===== config.mk =====
export PLATFORM = sky130hd
export DESIGN_NAME = triangle_arbiter
export DESIGN_NICKNAME = d
export VERILOG_FILES = /design/src/rtl/triangle_arbiter.sv
export SDC_FILE = /design/constraint.sdc
export NUM_CORES = 1
export LEC_CHECK = 0
export ABC_AREA = 1
export CAP_MARGIN = 10
export CORE_AREA = 4 4 192 194
export DETAILED_ROUTE_END_ITERATION = 12
export DIE_AREA = 0 0 196 198
export PLACE_DENSITY = 0.64
export SYNTH_ARGS = -nofsm -noshare
export SYNTH_HDL_FRONTEND = slang
export SYNTH_SLANG_ARGS = --single-unit

===== constraint.sdc =====
create_clock -name clk -period 15.6 [get_ports clk]
set_input_delay 3.12 -clock clk [delete_from_list [all_inputs] [get_ports clk]]
set_output_delay 3.12 -clock clk [all_outputs]
set_load 0.02 [all_outputs]

===== src/rtl/triangle_arbiter.sv =====
// Round-robin triangle arbiter with burst limit, one-deep output slot and a frame-end flush sequencer.
// Optional per-source grant counters are enabled by defining TRIANGLE_ARBITER_STATS_EN.
module triangle_arbiter #(
    parameter int unsigned NUM_SRC   = 4,
    parameter int unsigned BURST_LEN = 1,
    parameter int unsigned TRI_W     = 96
) (
    input  logic                          clk,
    input  logic                          rst,
    input  logic [NUM_SRC-1:0][TRI_W-1:0] in_triangle,
    input  logic [NUM_SRC-1:0]            in_valid,
    output logic [NUM_SRC-1:0]            in_ready,
    output logic [TRI_W-1:0]              out_triangle,
    output logic                          out_valid,
    input  logic                          out_ready,
    output logic [$clog2(NUM_SRC)-1:0]    out_src,
    input  logic                          downstream_busy,
    input  logic                          flush_req,
    output logic                          flush_done,
    output logic                          busy
`ifdef TRIANGLE_ARBITER_STATS_EN
    ,
    output logic [NUM_SRC-1:0][31:0]      grant_count
`endif
);

    localparam int unsigned SRC_W = $clog2(NUM_SRC);
    localparam int unsigned CNT_W = 4;

    typedef logic [TRI_W-1:0] triangle_t;
    typedef enum logic [1:0] {RUN, DRAIN, DONE} state_e;

    state_e           state_q, state_d;
    logic [SRC_W-1:0] ptr_q, ptr_d;
    logic [CNT_W-1:0] cnt_q, cnt_d, run_cnt;
    logic             out_valid_q;
    triangle_t        out_tri_q;
    logic [SRC_W-1:0] out_src_q;

    logic             slot_free, grant_en, gnt_found, grant;
    logic [SRC_W-1:0] gnt_idx, scan_sel, gnt_next;
    int unsigned      scan_idx;

    assign slot_free = !out_valid_q || out_ready;
    assign grant_en  = !rst && (state_q == RUN) && slot_free && !flush_req;
    assign grant     = grant_en && gnt_found;

    // First valid source at or after ptr, wrapping modulo NUM_SRC.
    always_comb begin
        gnt_found = 1'b0;
        gnt_idx   = '0;
        scan_idx  = 0;
        scan_sel  = '0;
        for (int unsigned k = 0; k < NUM_SRC; k++) begin
            scan_idx = (32'(ptr_q) + k) % NUM_SRC;
            scan_sel = SRC_W'(scan_idx);
            if (!gnt_found && in_valid[scan_sel]) begin
                gnt_found = 1'b1;
                gnt_idx   = scan_sel;
            end
        end
    end

    always_comb begin
        in_ready = '0;
        if (grant) begin
            in_ready[gnt_idx] = 1'b1;
        end
    end

    // A grant that skips the pointer source starts a fresh burst.
    always_comb begin
        ptr_d    = ptr_q;
        cnt_d    = cnt_q;
        gnt_next = (gnt_idx == SRC_W'(NUM_SRC - 1)) ? '0 : gnt_idx + SRC_W'(1);
        run_cnt  = (gnt_idx == ptr_q) ? cnt_q + CNT_W'(1) : CNT_W'(1);
        if (grant) begin
            if (32'(run_cnt) < BURST_LEN) begin
                ptr_d = gnt_idx;
                cnt_d = run_cnt;
            end else begin
                ptr_d = gnt_next;
                cnt_d = '0;
            end
        end
    end

    always_comb begin
        state_d    = state_q;
        flush_done = 1'b0;
        busy       = out_valid_q || (state_q != RUN);
        case (state_q)
            RUN: begin
                if (flush_req) begin
                    state_d = DRAIN;
                end
            end
            DRAIN: begin
                if (!out_valid_q && !downstream_busy) begin
                    state_d = DONE;
                end
            end
            DONE: begin
                flush_done = 1'b1;
                state_d    = RUN;
            end
            default: state_d = RUN;
        endcase
    end

    always_ff @(posedge clk or posedge rst) begin
        if (rst) begin
            state_q     <= RUN;
            ptr_q       <= '0;
            cnt_q       <= '0;
            out_valid_q <= 1'b0;
            out_tri_q   <= '0;
            out_src_q   <= '0;
        end else begin
            state_q <= state_d;
            ptr_q   <= ptr_d;
            cnt_q   <= cnt_d;
            if (grant) begin
                out_valid_q <= 1'b1;
                out_tri_q   <= in_triangle[gnt_idx];
                out_src_q   <= gnt_idx;
            end else if (slot_free) begin
                out_valid_q <= 1'b0;
            end
        end
    end

    assign out_valid    = out_valid_q;
    assign out_triangle = out_tri_q;
    assign out_src      = out_src_q;

`ifdef TRIANGLE_ARBITER_STATS_EN
    logic [NUM_SRC-1:0][31:0] gcnt_q;

    // Per-frame saturating counters, cleared as the flush completes.
    always_ff @(posedge clk or posedge rst) begin
        if (rst) begin
            gcnt_q <= '0;
        end else if (state_q == DONE) begin
            gcnt_q <= '0;
        end else if (grant && (gcnt_q[gnt_idx] != '1)) begin
            gcnt_q[gnt_idx] <= gcnt_q[gnt_idx] + 32'd1;
        end
    end

    assign grant_count = gcnt_q;
`endif

endmodule


==> flow_summary_export.csv, run 1 <==
group,metric,value,unit
outcome,status,"finished clean",
routing,vias,10167,
logic_synthesis,synthAdderAreaFrac,0.00761,
logic_synthesis,synth_top_family_by_area,"simple AND/OR/NAND/NOR gates",
grt,grt_use_total,0.172,
worst_setup_path,worst_ep_required_time,12.48,ns
floorplanning,fp.dieW,196,um
finish,areaGrowthSynthToFinish,67.2,%
logic_synthesis,synth_nets,1838,
worst_setup_path,reg2reg_to,"out_triangle[51]",
grt,grt_pass1_wl,54200,um
worst_setup_path,path_class,"input pin to primary output",
clock_tree,cts.sinks,107,
logic_synthesis,synth_xor_area_frac,0.00213,
power,p_int,1.24,mW
power,leakagePower,7.16,nW
power,p_sw_frac,0.541,
routing,wl,35500,um
placed_design,port_buffers,497,
timing,layout_min_cycle_time,10.13,ns
clock_tree,clk_pin_slew,0.07,ns
logic_synthesis,syn_area,8220,um^2
worst_setup_path,worstPathCellList,"clkdlybuf4s50_1, inv_1, nand2_1, nand3_1, nand2_1, inv_1, nand2_1, nand2_2, nand3_4, buf_4, ha_1, inv_1, nor2_1, clkdlybuf4s50_1",
worst_setup_path,worstPathMaxFanout,88,
clock_tree,ctsHoldBuffers,0,
power,clock_power_share,0.093,
logic_synthesis,synth-compound-area-share,0.00335,
grt,grt_pass1_vias,10152,
min_path,whs_path_depth,1,
finish,nets,2270,
routing,drt-vias-per-instance,4.35,
placed_design,post-dp-hpwl,27600,um
finish,antennaDiodeCount,0,
power,power_frac_comb,0.731,
routing,drt_iter0_markers,374,
logic_synthesis,async_flop_share,1.00,
grt,antenna_found_initial,0,
logic_synthesis,yosys_warnings,0,
timing,worstMarginPinSlew,1.01,ns
worst_setup_path,r2r_start,"ptr_q[0]",
logic_synthesis,yosys.area_share.simple,0.524,
grt,grt_max_degree,94,
clock_tree,h-tree-depth,3,
routing,drc,0,
routing,ant_nets,0,
worst_setup_path,critPathArrivalTime,7.01,ns
timing,timing_hold_violations_final,0,
timing,timing.fmax,98.7,MHz
min_path,hp-start,"state_q[1]",
finish,nFillCells,3831,
run,drv_cap,0,
worst_setup_path,start_kind,"input pin",
finish,layout_commonest_cell,"nand2_1",
min_path,holdPathEnd,"state_q[1]",
logic_synthesis,syn_avg_cell_area,5.71,um^2
worst_setup_path,critPathBufInv,6,
logic_synthesis,synth_cells,1440,
clock_tree,cts_buffers,9,
floorplanning,initial_core_util,0.233,
timing,slew_violations,0,
worst_setup_path,critPathMaxStageDelay,0.72,ns
floorplanning,row_count,69,
worst_setup_path,r2r.worst_path.cells,15,
routing,dr.pass1.iters,5,
worst_setup_path,crit_slowest_cell,"buf_4",
finish,drive_gt1_frac,0.0224,
floorplanning,dieArea,38800,um^2
logic_synthesis,synthDistinctLibCells,27,
routing,wl_per_cell,15.2,um
timing,finalSetupViolCount,0,
floorplanning,pin_count,498,
worst_setup_path,path_delay_family,"buffers and inverters",
timing,slew_headroom,0.327,
power,switchingPower,1.45,mW
power,seq_power_share,0.175,
power,p_total,2.69,mW
worst_setup_path,end_kind,"primary output",
power,power_density,196,nW/um^2
min_path,hp-class,"flip-flop to flip-flop",
clock_tree,cts_tree,"done",
floorplanning,core_area,35200,um^2
logic_synthesis,synth-seq-area-share,0.326,
clock_tree,cts-resized-gates,0,
finish,layout_common_cells,"838 x nand2_1, 497 x clkdlybuf4s50_1, 178 x inv_1, 145 x nand3_1, 107 x dfrtp_1",
timing,rsz0062_at_grt,"false",
timing,fin_setup_tns,0,ns
timing,final.period_utilization,0.649,
clock_tree,clock_latency,0.35,ns
clock_tree,cts_setup_buffers,0,
grt,grt_overflow,0,
logic_synthesis,synth_edf_count,0,
clock_tree,cts-root-buf,"clkbuf_16",
logic_synthesis,synth_seq_cells,107,
logic_synthesis,synthMuxAreaShare,0,
timing,worst_clock_skew,0.0160,ns
power,ir_drop,0.000170,V
floorplanning,die-height,198,um
worst_setup_path,r2r_slack,11.17,ns
clock_tree,max-clock-path-buffers,2,
placed_design,gp_congestion,0.911,
logic_synthesis,yosys_most_used_dff,"dfrtp_1",
## power groups by stage
| stage | Combinational, mW | Clock, mW | Sequential, mW |
|---|---|---|---|
| after floorplan | 1.18 | 0 | 0.601 |
| after global placement | 1.97 | 0 | 0.470 |
| after detailed placement | 1.98 | 0 | 0.473 |
| after CTS | 1.99 | 0.262 | 0.472 |
| after global routing | 2.20 | 0.270 | 0.488 |
| final | 1.97 | 0.250 | 0.472 |
## worst register-to-register path, cell delays in order (launching register included)
cell and delay (ns):
dfrtp_1 0.52, inv_2 0.21, nand2_1 0.09, nand3_1 0.11, nand2_1 0.13, inv_1 0.11
nand2_1 0.09, nand2_2 0.63, nand3_4 0.38, inv_4 0.55, buf_4 0.88, nand2_1 0.24
nand3_1 0.13, nand2_1 0.10, nand2_1 0.08, nand2_1 0.07
## sequential cells by signal, summed over array words and instances (netlist names)
signal        count
out_triangle     96
cnt_q             4
out_src           2
ptr_q             2
state_q           2
out_valid         1
## cell usage after synthesis (2+ instances only)
library cell	number	area, um^2
nand2_1	838	3150
inv_1	179	672
nand3_1	146	731
dfrtp_1	107	2680
buf_2	43	215
nand4_1	41	257
clkbuf_1	17	63.8
buf_4	13	97.6
nor2_1	11	41.3
buf_1	10	37.5
nand2_2	6	37.5
ha_1	5	62.6
inv_2	5	18.8
buf_6	2	22.5
nand3_2	2	20.0
nor2_2	2	12.5
nor3_1	2	10.0
o21ai_0	2	10.0
## cell type report
| cell class | instances | area [um^2] | share of cell area |
|---|---|---|---|
| multi-input cells | 1064 | 4440 | 0.323 |
| clock inverters | 4 | 76.3 | 0.00555 |
| flip-flops and latches | 107 | 2680 | 0.195 |
| inverters | 184 | 696 | 0.0506 |
| clock buffers | 11 | 233 | 0.0169 |
| well taps | 461 | 577 | 0.0420 |
| repair buffers | 506 | 5040 | 0.367 |
## stage by stage
stage / hold WS [ns] / instance area (um^2) / util / cells / setup WS, ns
detailed placement: 0.451 / 13400 / 0.381 / 2322 / 5.50
CTS: 0.462 / 13700 / 0.390 / 2337 / 5.50
global route: 0.474 / 13700 / 0.390 / 2337 / 5.13
global placement: 0.416 / 13400 / 0.381 / 2322 / 5.60
floorplan: 0.406 / 8220 / - / 1440 / 5.71
finish: 0.452 / 13700 / 0.390 / 2337 / 5.47
## layer usage
layer	up-vias	global-route usage	wire [um]
met1	4585	0.210	14600
met3	55	0.0378	2390
met4	0	0.0590	1110
li1	5172	-	-
met2	355	0.300	17400
met5	-	0	0
## cell families after synthesis
group | Yosys count
compound gates | 5
xor+xnor | 2
fa+ha+maj | 5
buf+inv | 269
flops | 107
simple gates | 1052
## worst max path at each step
stage | cells after the start | startpoint | endpoint | slack, ns
final | 14 | in_valid[3] | in_ready[0] | 5.47
after global routing | 14 | in_valid[3] | in_ready[0] | 5.13
after CTS | 14 | in_valid[3] | in_ready[0] | 5.50
after detailed placement | 14 | in_valid[3] | in_ready[0] | 5.50
after global placement | 14 | in_valid[3] | in_ready[0] | 5.60
after floorplan | 7 | rst | in_ready[0] | 5.71
No activity file was read; power rests on OpenSTA's default activity.
==> inputs of run 2 (changes only) <==
clock period = 10.36 ns   (was 15.6 ns; I/O delays follow)
==> run 2 against run 1 <==
Effect of this change: sequential cell count did not move; final cell count up 0.13%; critical path type unchanged; highest routed layer unchanged; clock power is 51% higher.
==> flow_summary_export.csv, run 2 (synthesis gave the netlist of run 1 again) <==
group,metric,value,unit
worst_setup_path,start_kind,"input pin",
routing,drt_iter0_markers,400,
floorplanning,pin_count,498,
outcome,status,"finished clean",
power,power_density,294,nW/um^2
power,ir_drop,0.000189,V
finish,largest_reg_flops,96,
finish,final_core_util,0.391,
timing,worstMarginPinSlew,0.985,ns
floorplanning,row_count,69,
clock_tree,cts_tree,"done",
routing,drc,0,
timing,whs,0.443,ns
floorplanning,die-height,198,um
run,drv_cap,0,
placed_design,port_buffers,497,
timing,finalSetupViolCount,0,
clock_tree,clk_pin_slew,0.08,ns
grt,grt_use_total,0.174,
worst_setup_path,end_kind,"primary output",
grt,antenna_found_initial,0,
clock_tree,cts_buffers,9,
finish,nFillCells,3742,
clock_tree,max-clock-path-buffers,2,
clock_tree,cts-root-buf,"clkbuf_16",
finish,antennaDiodeCount,0,
finish,layout_commonest_cell,"nand2_1",
finish,drive_gt1_frac,0.0239,
clock_tree,clock_latency,0.35,ns
timing,timing.fmax,131,MHz
timing,rsz0062_at_grt,"false",
routing,wl,35800,um
floorplanning,core_area,35200,um^2
placed_design,gp_congestion,0.938,
worst_setup_path,worstPathMaxFanout,58,
min_path,hp-class,"flip-flop to flip-flop",
clock_tree,ctsHoldBuffers,0,
finish,areaGrowthSynthToFinish,67.5,%
timing,slew_violations,0,
floorplanning,dieArea,38800,um^2
clock_tree,cts.sinks,107,
routing,wl_per_cell,15.3,um
floorplanning,fp.dieW,196,um
routing,ant_nets,0,
power,leakagePower,7.17,nW
grt,grt_max_degree,99,
worst_setup_path,worst_ep_required_time,8.29,ns
worst_setup_path,path_class,"input pin to primary output",
floorplanning,initial_core_util,0.233,
routing,dr.pass1.iters,7,
grt,grt_pass1_vias,10206,
worst_setup_path,critPathArrivalTime,5.56,ns
timing,layout_min_cycle_time,7.63,ns
routing,vias,10231,
routing,drt-vias-per-instance,4.37,
grt,grt_pass1_wl,54700,um
grt,grt_overflow,0,
clock_tree,cts-resized-gates,0,
timing,worst_clock_skew,0.0120,ns
clock_tree,cts_setup_buffers,0,
timing,final.period_utilization,0.737,
timing,timing_hold_violations_final,0,
finish,layout_common_cells,"838 x nand2_1, 497 x clkdlybuf4s50_1, 178 x inv_1, 145 x nand3_1, 107 x dfrtp_1",
timing,fin_setup_tns,0,ns
finish,nets,2273,
clock_tree,h-tree-depth,3,
timing,slew_headroom,0.343,
placed_design,post-dp-hpwl,27700,um
==> run 2: cell types whose count changed in the layout (fill, tap and decap cells not counted) <==
cell | before | now
buf_4 | 9 | 12
==> run 2: path summary, 6_finish.rpt <==
path,start,cells past startpoint,slack [ns],endpoint
max reg2reg,ptr_q[0],15,6.24,out_triangle[94]
max,in_valid[3],15,2.73,in_ready[3]
max in group asynchronous,rst,3,6.91,out_triangle[39]
min in group asynchronous,rst,2,2.18,out_triangle[51]
min reg2reg,state_q[1],1,0.44,state_q[1]
min,state_q[1],1,0.44,state_q[1]
==> run 2: metal layers <==
layer | wire [um] | GRT usage | vias up
met5 | 0 | 0 | -
met4 | 653 | 0.0419 | 0
met3 | 2630 | 0.0415 | 34
met2 | 18100 | 0.314 | 349
met1 | 14400 | 0.209 | 4668
li1 | - | - | 5180
==> run 2: critical path, stage by stage <==
cell and delay [ns]:
clkdlybuf4s50_1 0.43, inv_1 0.08, nand2_1 0.07, nand3_1 0.12, nand2_1 0.12, inv_1 0.11, nand2_1 0.09, nand2_2 0.06
buf_4 0.40, nand3_4 0.33, inv_4 0.56, ha_1 0.25, inv_1 0.06, nor2_1 0.11, clkdlybuf4s50_1 0.64
==> run 2: layout make-up <==
cell class,count,area (um^2),share of cell area
Tap cell,461,577,0.0419
Sequential cell,107,2680,0.195
Clock inverter,4,76.3,0.00555
Inverter,184,696,0.0505
Timing Repair Buffer,509,5060,0.368
Multi-Input combinational cell,1064,4440,0.323
Clock buffer,11,233,0.0169
==> run 2: where the power goes <==
group | switching, mW | internal, mW
Combinational | 1.91 | 1.05
Clock | 0.165 | 0.212
Sequential | 0.110 | 0.599
==> run 2: stage by stage <==
stage               std cells  cell area (um^2)  setup WS [ns]  total power, mW
floorplan                1440              8220           2.56             2.69
global route             2340             13800           2.40             4.46
global placement         2325             13500           2.80             3.69
finish                   2340             13800           2.73             4.05
detailed placement       2325             13500           2.71             3.71
CTS                      2340             13800           2.71             4.12
==> inputs of run 3 (changes only) <==
clock period = 7.7 ns   (was 10.36 ns; I/O delays follow)
==> run 3 against run 2 <==
Effect of this change: worst hold slack got worse by 0.010 ns; count of clock-buffer cells in the layout is 1 higher; die area did not move; sequential share of layout area is essentially flat; non-clock buffer count fell by 1; routed wire length down 1.1%; worst setup slack lost 1.3 ns; clock power is 23% higher; highest routed layer unchanged.
==> flow_summary_export.csv, run 3 (synthesis gave the netlist of run 1 again) <==
group,metric,value,unit
routing,top_layer_used,"met4",
clock_tree,cts-resized-gates,0,
finish,areaGrowthSynthToFinish,67.2,%
timing,slew_headroom,0.251,
routing,dr.pass1.iters,5,
min_path,hp-class,"flip-flop to flip-flop",
power,leakagePower,7.16,nW
finish,layout_commonest_cell,"nand2_1",
worst_setup_path,end_kind,"primary output",
routing,drt-vias-per-instance,4.35,
timing,rsz0062_at_grt,"false",
routing,ant_nets,0,
clock_tree,clock_latency,0.35,ns
worst_setup_path,worst_ep_required_time,6.16,ns
timing,fin_setup_tns,0,ns
clock_tree,cts_setup_buffers,0,
worst_setup_path,crit_start,"in_valid[1]",
worst_setup_path,start_kind,"input pin",
grt,grt_pass1_vias,10177,
worst_setup_path,path_class,"input pin to primary output",
routing,drt_iter0_markers,388,
floorplanning,die-height,198,um
clock_tree,cts_tree,"done",
finish,nFillCells,3761,
timing,timing.fmax,158,MHz
timing,worstMarginPinSlew,1.12,ns
placed_design,dp.cells,2324,
finish,drive_gt1_frac,0.0239,
finish,final_core_util,0.390,
finish,multiInputGateArea,4440,um^2
timing,timing_hold_violations_final,0,
worst_setup_path,worstPathMaxFanout,194,
routing,wl_met1,14900,um
floorplanning,row_count,69,
worst_setup_path,critPathArrivalTime,4.78,ns
clock_tree,cts.sinks,107,
power,power_density,395,nW/um^2
finish,largest_reg_flops,96,
min_path,hp-start,"state_q[1]",
clock_tree,ctsHoldBuffers,0,
power,ir_drop,0.000574,V
routing,dr_wl_met2,17200,um
grt,grt_overflow,0,
finish,stdcell_count,2340,
routing,vias,10183,
grt,grt_use_total,0.173,
clock_tree,cts-root-buf,"clkbuf_16",
clock_tree,h-tree-depth,3,
finish,layout_common_cells,"838 x nand2_1, 497 x clkdlybuf4s50_1, 178 x inv_1, 145 x nand3_1, 107 x dfrtp_1",
grt,antenna_found_initial,0,
worst_setup_path,r2r_slack,4.11,ns
timing,whs,0.433,ns
grt,grt_pass1_wl,54600,um
routing,wl,35400,um
floorplanning,initial_core_util,0.233,
timing,worst_clock_skew,0.0148,ns
finish,ff_latch_area,2680,um^2
routing,wl_per_cell,15.1,um
floorplanning,pin_count,498,
clock_tree,cts_buffers,9,
placed_design,port_buffers,497,
timing,finalSetupViolCount,0,
floorplanning,dieArea,38800,um^2
timing,slew_violations,0,
routing,wl_met3,2360,um
routing,drc,0,
clock_tree,clk_pin_slew,0.07,ns
finish,antennaDiodeCount,0,
timing,layout_min_cycle_time,6.32,ns
placed_design,post-dp-hpwl,26900,um
outcome,status,"finished clean",
run,drv_cap,0,
finish,nets,2272,
timing,final.period_utilization,0.821,
grt,grt_max_degree,195,
floorplanning,fp.dieW,196,um
placed_design,gp_congestion,0.879,
worst_setup_path,r2r_start,"ptr_q[0]",
floorplanning,core_area,35200,um^2
clock_tree,max-clock-path-buffers,2,
-- run 3: metal layers --
| layer | global-route usage | vias to the layer above |
|---|---|---|
| li1 | - | 5175 |
| met5 | 0 | - |
| met4 | 0.0517 | 0 |
| met1 | 0.221 | 4621 |
| met2 | 0.296 | 346 |
| met3 | 0.0347 | 41 |
-- run 3: path summary, 6_finish.rpt --
path,to,cells after the start
setup / recovery,in_ready[0],14
hold / removal,state_q[1],1
setup reg to reg,out_triangle[58],16
hold reg to reg,state_q[1],1
max in group asynchronous,out_triangle[39],3
min in group asynchronous,out_triangle[51],2
-- run 3: critical path, cell delays in order --
cell	delay, ns
clkdlybuf4s50_1	0.48
inv_1	0.05
nand2_1	0.08
nand3_1	0.11
nand2_1	0.14
inv_1	0.08
nand2_1	0.11
nand2_2	0.08
nand3_4	0.11
buf_12	0.42
ha_1	0.28
inv_1	0.04
nor2_1	0.19
clkdlybuf4s50_1	0.65
-- run 3: layout make-up --
type                       count  area share
inverter                     184      0.0506
clock buffer                  12      0.0179
sequential                   107       0.195
multi-input combinational   1064       0.323
tap                          461      0.0420
clock inverter                 4     0.00246
timing repair buffer         508       0.369
-- run 3: through the flow --
| step | cell area, um^2 | setup WS, ns | total power [mW] |
|---|---|---|---|
| 2_1_floorplan | 8220 | 0.967 | 3.62 |
| 3_3_place_gp | 13500 | 1.61 | 4.97 |
| 3_5_place_dp | 13500 | 1.58 | 4.98 |
| 4_1_cts | 13700 | 1.57 | 5.48 |
| 5_1_grt | 13700 | 1.29 | 5.97 |
| 6_report | 13700 | 1.38 | 5.42 |
-- run 3: power by group --
group | total [mW] | leakage, nW | internal [mW] | switching, mW
logic | 4.01 | 5.67 | 1.44 | 2.57
registers | 0.955 | 1.36 | 0.806 | 0.149
clock network | 0.462 | 0.134 | 0.233 | 0.229
total | 5.42 | 7.16 | 2.47 | 2.95
